`src/rtl/sv_uart_pkg.sv`:
```
// Shared types and constants for the word-assembling UART receiver.
package sv_uart_pkg;

  localparam int unsigned WORD_WIDTH = 8;

  typedef enum logic [1:0] {
    StIdle,
    StStart,
    StData,
    StStop
  } rx_state_e;

  typedef logic [15:0] divider_t;

endpackage

```
`src/rtl/sv_uart_rx_deframer.sv`:
```
// 8N1 deframer: filters the raw line, finds start edges and shifts in one LSB-first byte
// per frame. Reports good bytes and framing errors as one-cycle registered strobes.
module sv_uart_rx_deframer
  import sv_uart_pkg::*;
#(
  parameter int unsigned RX_PIPE = 5
) (
  input  logic                  iclk,
  input  logic                  irst,
  input  logic                  rx_i,
  input  divider_t              divider_i,
  output logic [WORD_WIDTH-1:0] byte_o,
  output logic                  byte_valid_o,
  output logic                  frame_err_o,
  output logic                  line_idle_o
);

  logic [RX_PIPE-1:0]    pipe_q, pipe_d;
  logic                  line_q, line_d;
  logic                  fall;
  rx_state_e             state_q, state_d;
  divider_t              div_q, div_d;
  divider_t              cnt_q, cnt_d;
  logic [2:0]            bit_q, bit_d;
  logic [WORD_WIDTH-1:0] shreg_q, shreg_d;
  logic                  stop_wait_q, stop_wait_d;
  logic                  byte_valid_q, byte_valid_d;
  logic                  frame_err_q, frame_err_d;

  // The filtered line only moves once every stage agrees, so short glitches vanish.
  always_comb begin
    pipe_d = {pipe_q[RX_PIPE-2:0], rx_i};
    line_d = line_q;
    if (&pipe_q) begin
      line_d = 1'b1;
    end else if (~|pipe_q) begin
      line_d = 1'b0;
    end
  end

  assign fall = line_q & ~|pipe_q;

  always_comb begin
    state_d      = state_q;
    div_d        = div_q;
    cnt_d        = cnt_q + 16'd1;
    bit_d        = bit_q;
    shreg_d      = shreg_q;
    stop_wait_d  = stop_wait_q;
    byte_valid_d = 1'b0;
    frame_err_d  = 1'b0;
    unique case (state_q)
      StIdle: begin
        cnt_d = '0;
        if (fall) begin
          state_d = StStart;
          div_d   = divider_i;
          cnt_d   = 16'd1;
        end
      end
      StStart: begin
        if (cnt_q == (div_q >> 1)) begin
          cnt_d   = 16'd1;
          bit_d   = '0;
          state_d = line_q ? StIdle : StData;
        end
      end
      StData: begin
        if (cnt_q == div_q) begin
          cnt_d   = 16'd1;
          shreg_d = {line_q, shreg_q[WORD_WIDTH-1:1]};
          bit_d   = bit_q + 3'd1;
          if (bit_q == 3'd7) begin
            state_d = StStop;
          end
        end
      end
      StStop: begin
        if (stop_wait_q) begin
          cnt_d = cnt_q;
          if (line_q) begin
            stop_wait_d = 1'b0;
            state_d     = StIdle;
          end
        end else if (cnt_q == div_q) begin
          if (line_q) begin
            byte_valid_d = 1'b1;
            state_d      = StIdle;
          end else begin
            frame_err_d = 1'b1;
            stop_wait_d = 1'b1;
          end
        end
      end
      default: state_d = StIdle;
    endcase
  end

  always_ff @(posedge iclk) begin
    if (irst) begin
      pipe_q       <= '1;
      line_q       <= 1'b1;
      state_q      <= StIdle;
      div_q        <= '0;
      cnt_q        <= '0;
      bit_q        <= '0;
      shreg_q      <= '0;
      stop_wait_q  <= 1'b0;
      byte_valid_q <= 1'b0;
      frame_err_q  <= 1'b0;
    end else begin
      pipe_q       <= pipe_d;
      line_q       <= line_d;
      state_q      <= state_d;
      div_q        <= div_d;
      cnt_q        <= cnt_d;
      bit_q        <= bit_d;
      shreg_q      <= shreg_d;
      stop_wait_q  <= stop_wait_d;
      byte_valid_q <= byte_valid_d;
      frame_err_q  <= frame_err_d;
    end
  end

  assign byte_o       = shreg_q;
  assign byte_valid_o = byte_valid_q;
  assign frame_err_o  = frame_err_q;
  assign line_idle_o  = (state_q == StIdle);

endmodule

```
`src/rtl/sv_uart_rx_word.sv`:
```
// UART receiver that packs DATA_WIDTH/8 bytes (first byte most significant) into one
// AXI-Stream beat, with overrun, framing-error and inter-byte gap timeout reporting.
module sv_uart_rx_word
  import sv_uart_pkg::*;
#(
  parameter int unsigned DATA_WIDTH = 24,
  parameter int unsigned RX_PIPE    = 5,
  parameter int unsigned GAP_BITS   = 20
) (
  input  logic                  iclk,
  input  logic                  irst,
  input  logic                  irx,
  input  logic [15:0]           idivider,
  output logic [DATA_WIDTH-1:0] m_axis_tdata,
  output logic                  m_axis_tvalid,
  input  logic                  m_axis_tready,
  output logic                  oframe_err,
  output logic                  ooverrun,
  output logic                  otimeout
);

  localparam int unsigned NumBytes = DATA_WIDTH / WORD_WIDTH;
  localparam int unsigned CntW     = $clog2(NumBytes);

  logic [WORD_WIDTH-1:0] rx_byte;
  logic                  rx_byte_valid;
  logic                  rx_frame_err;
  logic                  rx_line_idle;

  logic [CntW-1:0]       bcnt_q, bcnt_d;
  logic [DATA_WIDTH-1:0] acc_q, acc_d;
  logic [DATA_WIDTH-1:0] tdata_q, tdata_d;
  logic                  tvalid_q, tvalid_d;
  logic                  ovr_q, ovr_d;
  logic                  tmo_q, tmo_d;
  logic [31:0]           gap_q, gap_d;
  logic [31:0]           gap_limit;

  sv_uart_rx_deframer #(
    .RX_PIPE(RX_PIPE)
  ) u_deframer (
    .iclk        (iclk),
    .irst        (irst),
    .rx_i        (irx),
    .divider_i   (idivider),
    .byte_o      (rx_byte),
    .byte_valid_o(rx_byte_valid),
    .frame_err_o (rx_frame_err),
    .line_idle_o (rx_line_idle)
  );

  assign gap_limit = GAP_BITS * {16'd0, idivider};

  always_comb begin
    bcnt_d   = bcnt_q;
    acc_d    = acc_q;
    tdata_d  = tdata_q;
    tvalid_d = tvalid_q;
    ovr_d    = 1'b0;
    tmo_d    = 1'b0;
    gap_d    = gap_q;

    if (tvalid_q && m_axis_tready) begin
      tvalid_d = 1'b0;
    end

    // Gap is measured from the last byte strobe; any frame activity restarts it.
    if (!rx_line_idle || rx_byte_valid) begin
      gap_d = '0;
    end else if (gap_q != '1) begin
      gap_d = gap_q + 32'd1;
    end

    if (rx_frame_err) begin
      bcnt_d = '0;
    end else if (rx_byte_valid) begin
      acc_d[(DATA_WIDTH - WORD_WIDTH) - WORD_WIDTH * int'(bcnt_q) +: WORD_WIDTH] = rx_byte;
      if (bcnt_q == CntW'(NumBytes - 1)) begin
        bcnt_d = '0;
        if (!tvalid_q || m_axis_tready) begin
          tdata_d  = acc_d;
          tvalid_d = 1'b1;
        end else begin
          ovr_d = 1'b1;
        end
      end else begin
        bcnt_d = bcnt_q + CntW'(1);
      end
    end else if ((bcnt_q != '0) && (gap_q >= gap_limit)) begin
      bcnt_d = '0;
      tmo_d  = 1'b1;
    end
  end

  always_ff @(posedge iclk) begin
    if (irst) begin
      bcnt_q   <= '0;
      acc_q    <= '0;
      tdata_q  <= '0;
      tvalid_q <= 1'b0;
      ovr_q    <= 1'b0;
      tmo_q    <= 1'b0;
      gap_q    <= '0;
    end else begin
      bcnt_q   <= bcnt_d;
      acc_q    <= acc_d;
      tdata_q  <= tdata_d;
      tvalid_q <= tvalid_d;
      ovr_q    <= ovr_d;
      tmo_q    <= tmo_d;
      gap_q    <= gap_d;
    end
  end

  assign m_axis_tdata  = tdata_q;
  assign m_axis_tvalid = tvalid_q;
  assign oframe_err    = rx_frame_err;
  assign ooverrun      = ovr_q;
  assign otimeout      = tmo_q;

endmodule

```
`config.mk`:
```
export PLATFORM = sky130hd
export DESIGN_NAME = sv_uart_rx_word
export DESIGN_NICKNAME = d
export VERILOG_FILES = /design/src/rtl/sv_uart_pkg.sv /design/src/rtl/sv_uart_rx_deframer.sv /design/src/rtl/sv_uart_rx_word.sv
export SDC_FILE = /design/constraint.sdc
export NUM_CORES = 1
export LEC_CHECK = 0
export BUFFER_PORTS_ARGS = -buffer_cell sky130_fd_sc_hd__buf_2
export CAP_MARGIN = 20
export CORE_ASPECT_RATIO = 1.5
export CORE_MARGIN = 1.5
export CORE_UTILIZATION = 55
export CTS_CLUSTER_DIAMETER = 30
export DETAILED_ROUTE_END_ITERATION = 7
export PLACE_DENSITY = 0.78
export SLEW_MARGIN = 20
export SYNTH_ARGS = -nofsm -noshare
export SYNTH_HDL_FRONTEND = slang
export SYNTH_HIERARCHICAL = 1
export SYNTH_SLANG_ARGS = --single-unit
```
`constraint.sdc`:
```
create_clock -name iclk -period 4.85 [get_ports iclk]
set_input_delay 0.2425 -clock iclk [delete_from_list [all_inputs] [get_ports iclk]]
set_output_delay 0.2425 -clock iclk [all_outputs]
set_load 0.02 [all_outputs]
```
-- Word level (Yosys, flattened, before mapping)
Cells that the tools add are included.
- bits in registers: 139
- add/sub/neg operators: 6
- $mul: 1
- $lt $le $gt $ge: 1
- equal/unequal tests: 14
- shifts and indexed selects: 2
- muxes and demuxes: 32
- bitwise logic cells: 6
- reduce and logical (&&, ||, !) cells: 26
- operators by type and width (cell ; number):
    $pmux W16 S4 ; 1
    $mux W16 ; 3
    $neg A32 Y34 ; 1
    $shift A8 B34 Y24 const A ; 1
    $shiftx A8 B34 Y24 ; 1
    $add A32 B1 Y32 const B ; 1
    $ge A32 B21 Y1 ; 1
    $ne A32 B32 Y1 const B ; 1
    $bwmux W24 ; 1
    $mux W2 ; 11
    $mul A3 B16 Y19 const A ; 1
    $add A16 B1 Y16 const B ; 1
    $eq A16 B15 Y1 ; 1
    $eq A16 B16 Y1 ; 1
    $mux W1 ; 12
    $reduce_and A5 Y1 ; 2
    $ne A2 B1 Y1 const B ; 4
    $pmux W2 S4 ; 1
    $reduce_or A4 Y1 ; 2
    $eq A2 B2 Y1 const B ; 3
    $mux W3 ; 2
    $pmux W3 S2 ; 1
    $reduce_and A2 Y1 ; 3
    $reduce_bool A2 Y1 ; 3
    18 further kinds ; 29

-- Logic depth before layout (Yosys ltp)
- depth in word-level cells: 6
- depth in mapped cells: 15

-- Modules after synthesis
Netlist, hierarchy kept.
- modules (own cells, without submodules) (module ; instances ; cells each ; area an instance (µm²) ; seq. area each (µm²)):
    sv_uart_rx_word ; 1 ; 554 ; 4633.2 ; 1541.5
    sv_uart_rx_deframer ; 1 ; 305 ; 2747.6 ; 1081.0

-- Worst setup path after synthesis
OpenSTA, ideal clock, no wires.
- path kind: input to register
- from: in idivider[1]
- to: reg tmo_q (netlist: otimeout)
- arrival: 3.435 ns
- setup slack: 1.285 ns
- stages: 15
- buffers on the path: 0
- path through: ha_1 -> ha_1 -> fa_1 -> a211oi_1 -> nor2_1 -> or4_1 -> and4_1 -> or3_1 -> nand2_1 -> ha_1 -> a21oi_1 -> o21ai_0 -> o31ai_1 -> o21ai_0 -> nor4b_1
- cells in the longest elaborated chain, start to end: 4
- ends and longest elaborated chain (item ; RTL line ; RTL):
    start: declaration ; sv_uart_rx_word.sv:13 ; input logic [15:0] idivider,
    $mul A3 B16 Y19 ; sv_uart_rx_word.sv:52 ; assign gap_limit = GAP_BITS * {16'd0, idivider};
    $ge A32 B21 Y1 ; sv_uart_rx_word.sv:89 ; end else if ((bcnt_q != '0) && (gap_q >= gap_limit)) begin
    $logic_and A1 B1 Y1 ; sv_uart_rx_word.sv:89 ;
    $mux W1 ; sv_uart_rx_word.sv:89 ;
    end signal: assignment ; sv_uart_rx_word.sv:110 ; tmo_q <= tmo_d;
    end: declaration ; sv_uart_rx_word.sv:35 ; logic tmo_q, tmo_d;
No other way between the ends.
A chain may end at the register's enable or synchronous reset.

-- Final worst setup path
Same ends and word-level chain as after synthesis.

==> out/qor.tcl <==
set qor(synthDominantAreaCellType) {sky130_fd_sc_hd__dfxtp_1}
set qor(post_synthesis_instance_area_sq_um) 7380
set qor(totalWireLength_mm) 15.8
set qor(area_of_the_die_sq_um) 14100
set qor(clock_latency_ns) 0.42
set qor(worst_ir_drop_vdd_uv) 194
set qor(max-cap-violations) 0
set qor(detail-route-antenna-nets) 0
set qor(worstHoldPathCells) 3
set qor(global_route_wire_length_before_repair_mm) 26.7
set qor(rsz0062_at_grt) {no}
set qor(gpl.final_weighted_congestion) 0.852
set qor(synth_top_cell_area_share_pct) 35.5
set qor(synth-edff-count) 0
set qor(synth_area_leaders) {sky130_fd_sc_hd__dfxtp_1 36%, sky130_fd_sc_hd__ha_1 9.7%, sky130_fd_sc_hd__xnor2_1 5.6%, sky130_fd_sc_hd__a21oi_1 4.9%, sky130_fd_sc_hd__nor2_1 4.7%}
set qor(floorplan.die.height_microns) 145
set qor(vias) 6130
set qor(cts_tree) {built}
set qor(critical_path.max_fanout) 4
set qor(most_frequent_cells_in_the_layout) {131 x sky130_fd_sc_hd__dfxtp_1, 93 x sky130_fd_sc_hd__nor2_1, 75 x sky130_fd_sc_hd__nand2_1}
set qor(max-clock-path-buffers) 2
set qor(critPathLaunchType) {input pin}
set qor(slew_viol_final) 0
set qor(tritoncts.num_buffers) 17
set qor(worst_setup_ep_type) {flop}
set qor(critical_path.reg2reg.endpoint) {gap_q[5]$_SDFFE_PP0P_}
set qor(vias_per_cell) 5.83
set qor(clock_sink_count) 131
set qor(tightest_slew_ns) 0.761
set qor(core-area_sq_um) 13000
set qor(period_needed_ns) 3.65
set qor(max_clock_freq_ghz) 0.274
set qor(maximum_number_of_pins_on_one_net_before_global_route_repair) 53
set qor(grt-ovfl-total) 0
set qor(combinational_share_of_power_pct) 7.9
set qor(async_reset_ff_share_pct) 0
set qor(reg2reg_setup_slack_ns) 2.42
set qor(drcViolationCount) 0
set qor(netlist-cell-type-count) 69
set qor(grt_pass1_vias) 5839
set qor(syn-mean-instance-area_sq_um) 8.59
set qor(worstHoldPathType) {in -> reg}
set qor(clock_tree.root_cell) {sky130_fd_sc_hd__clkbuf_16}
set qor(timing.critical_path.from) {idivider[1]}
set qor(hpwl_after_detailed_placement_mm) 11.2
set qor(nets) 957
set qor(antenna_found_initial) 0
set qor(final_common_cell) {sky130_fd_sc_hd__dfxtp_1}
set qor(synthesis.instances) 859
set qor(die_x_microns) 97.6
set qor(ys_seq_area_share_pct) 35.5
set qor(pin_count) 48
set qor(hold_violations) 0
set qor(hold_end) {u_deframer/div_q[14]$_SDFFE_PP0P_}
set qor(yosys_register_bits) 131
set qor(initial_core_util_pct) 56.7
set qor(num_rows) 51
set qor(outcome) {completed}
set qor(max-slew-margin-rel_pct) 48.6
set qor(critPathRequiredTime_ns) 5.12
set qor(netSwitchingFraction_pct) 24.8
set qor(cts-htree-levels) 4
set qor(reg2regPathDepth) 7
set qor(io_buffer_count) 47
set qor(final.setup_skew_ns) 0.00678
set qor(drt_first_pass_iters) 5
set qor(antennaDiodeCount) 0
set qor(crit_arrival_ns) 3.92
set qor(ys.warnings.count) 6
set qor(totalNegativeSetupSlack_ns) 0
set qor(worstHoldStart) {idivider[14]}
set qor(timing.final.setup_violations) 0
set qor(fin_crit_sh_pct) 75.3
set qor(crit-reg2reg-launch) {gap_q[0]$_SDFFE_PP0P_}
set qor(final.hold.worst_slack_ns) 0.0913
set qor(dr.first_iter.drc_count) 239
set qor(power.share.clock_pct) 48.7
set qor(p_per_area_nw_per_um2) 306
set qor(grt_usage_pct) 22.9
set qor(timing.setup.critical_path_class) {in -> reg}
set qor(syn-num-nets) 937
set qor(area.growth.synth_to_final_pct) 10.1
set qor(wire_per_inst_microns) 15.0
set qor(clkTransAtPathRegs_ns) 0.06
set qor(seqPwrFrac_pct) 43.5
set qor(drive_gt1_share_pct) 11.8
set qor(p_int_mw) 1.87
set qor(switchingPower_mw) 0.618
set qor(synth_top_flop_cell) {sky130_fd_sc_hd__dfxtp_1}
set qor(leakage_nw) 2.97
-- cell usage after synthesis (all sizes together) (15+ instances only) --
cell type / instances
o21ai: 20
nand3: 25
ha: 57
nor2: 93
nand4: 21
nand2: 76
inv: 27
nor4: 15
buf: 20
clkbuf: 30
a21oi: 72
nor3: 28
a211oi: 31
nor2b: 17
xnor2: 52
dfxtp: 131
-- stage by stage --
| step | setup slack [ns] | cells | cell area [sq um] | power [mW] | utilization (%) |
|---|---|---|---|---|---|
| 5_1_grt | 0.917 | 1051 | 8130 | 2.59 | 62.4 |
| 6_report | 1.20 | 1051 | 8130 | 2.49 | 62.4 |
| 3_3_place_gp | 0.849 | 1018 | 7560 | 1.29 | 58.1 |
| 4_1_cts | 1.20 | 1051 | 8130 | 2.51 | 62.4 |
| 2_1_floorplan | 1.29 | 859 | 7380 | 1.25 | - |
| 3_5_place_dp | 0.784 | 1018 | 7560 | 1.30 | 58.1 |
-- state kept, by name, indices dropped and copies added, names as in the netlist, 2 cells and up, named ones only --
signal and cells:
gap_q 32, m_axis_tdata 24, u_deframer/pipe_q 5, u_deframer/bit_q 3
u_deframer/cnt_q 16, u_deframer/div_q 16, bcnt_q 2, u_deframer/byte_o 8
acc_q 16
-- critical path, stage by stage --
cell and delay [ns]:
sky130_fd_sc_hd__buf_2 0.12, sky130_fd_sc_hd__ha_1 0.29, sky130_fd_sc_hd__ha_1 0.22, sky130_fd_sc_hd__fa_1 0.42, sky130_fd_sc_hd__a211oi_1 0.22, sky130_fd_sc_hd__nor2_1 0.08, sky130_fd_sc_hd__or4_1 0.46, sky130_fd_sc_hd__and4_1 0.26
sky130_fd_sc_hd__or3_1 0.31, sky130_fd_sc_hd__nand2_1 0.08, sky130_fd_sc_hd__ha_1 0.25, sky130_fd_sc_hd__a21oi_1 0.14, sky130_fd_sc_hd__o21ai_0 0.10, sky130_fd_sc_hd__o31ai_1 0.42, sky130_fd_sc_hd__o21ai_0 0.14, sky130_fd_sc_hd__nor4b_1 0.16
-- per-layer routing --
layer  routed length, microns  global-route usage [%]  vias to the layer above  share of wire, %
li1                         -                       -                     3125                 -
met1                     6640                    26.4                     2878                42
met2                     8320                    42.1                       95                53
met3                      461                    3.79                       32               2.9
met4                      388                    9.25                        0               2.5
met5                        0                       0                        -                 0
-- area by class of cell --
| type | instances | area (sq um) |
|---|---|---|
| Multi-Input combinational cell | 651 | 4380 |
| Sequential cell | 131 | 2620 |
| Tap cell | 159 | 199 |
| Timing Repair Buffer | 51 | 268 |
| Clock inverter | 13 | 125 |
| Fill cell | 1140 | 4890 |
| Clock buffer | 19 | 433 |
| Inverter | 27 | 101 |
-- power by group through the flow --
stage | logic (mW) | registers (mW) | clock network (mW)
5_1_grt | 0.223 | 1.08 | 1.28
4_1_cts | 0.196 | 1.08 | 1.23
3_5_place_dp | 0.192 | 1.11 | 0
6_report | 0.196 | 1.08 | 1.21
3_3_place_gp | 0.185 | 1.11 | 0
2_1_floorplan | 0.146 | 1.11 | 0
-- repair_timing --
action | in CTS | in global routing
hold endpoints to repair | 1 | 0
setup endpoints to repair | 0 | 0
setup buffers | 0 | 0
gates resized for setup | 0 | 0
hold buffers | 1 | 0
-- worst max-delay path by stage --
| stage | depth (start not counted) | slack, ns | to |
|---|---|---|---|
| CTS | 16 | 1.20 | otimeout$_SDFF_PP0_ |
| detailed placement | 16 | 0.78 | otimeout$_SDFF_PP0_ |
| finish | 16 | 1.20 | otimeout$_SDFF_PP0_ |
| floorplan | 15 | 1.29 | otimeout$_SDFF_PP0_ |
| global placement | 16 | 0.85 | otimeout$_SDFF_PP0_ |
| global route | 16 | 0.92 | bcnt_q[0]$_SDFFE_PP0P_ |
-- cells by family (layout without fill, tap and decap cells) --
family | after synthesis | count (layout) | share of synthesized area, %
multiplexers | 9 | 9 | 1.22
flip-flops | 131 | 131 | 35.5
adder cells (fa/ha/maj) | 58 | 58 | 9.93
XOR/XNOR | 66 | 66 | 8.34
AO/OA/AOI/OAI | 181 | 181 | 16.1
AND/OR/NAND/NOR | 337 | 337 | 23.7
buffers and inverters | 77 | 110 | 5.15
No activity file was read; power rests on OpenSTA's default activity.
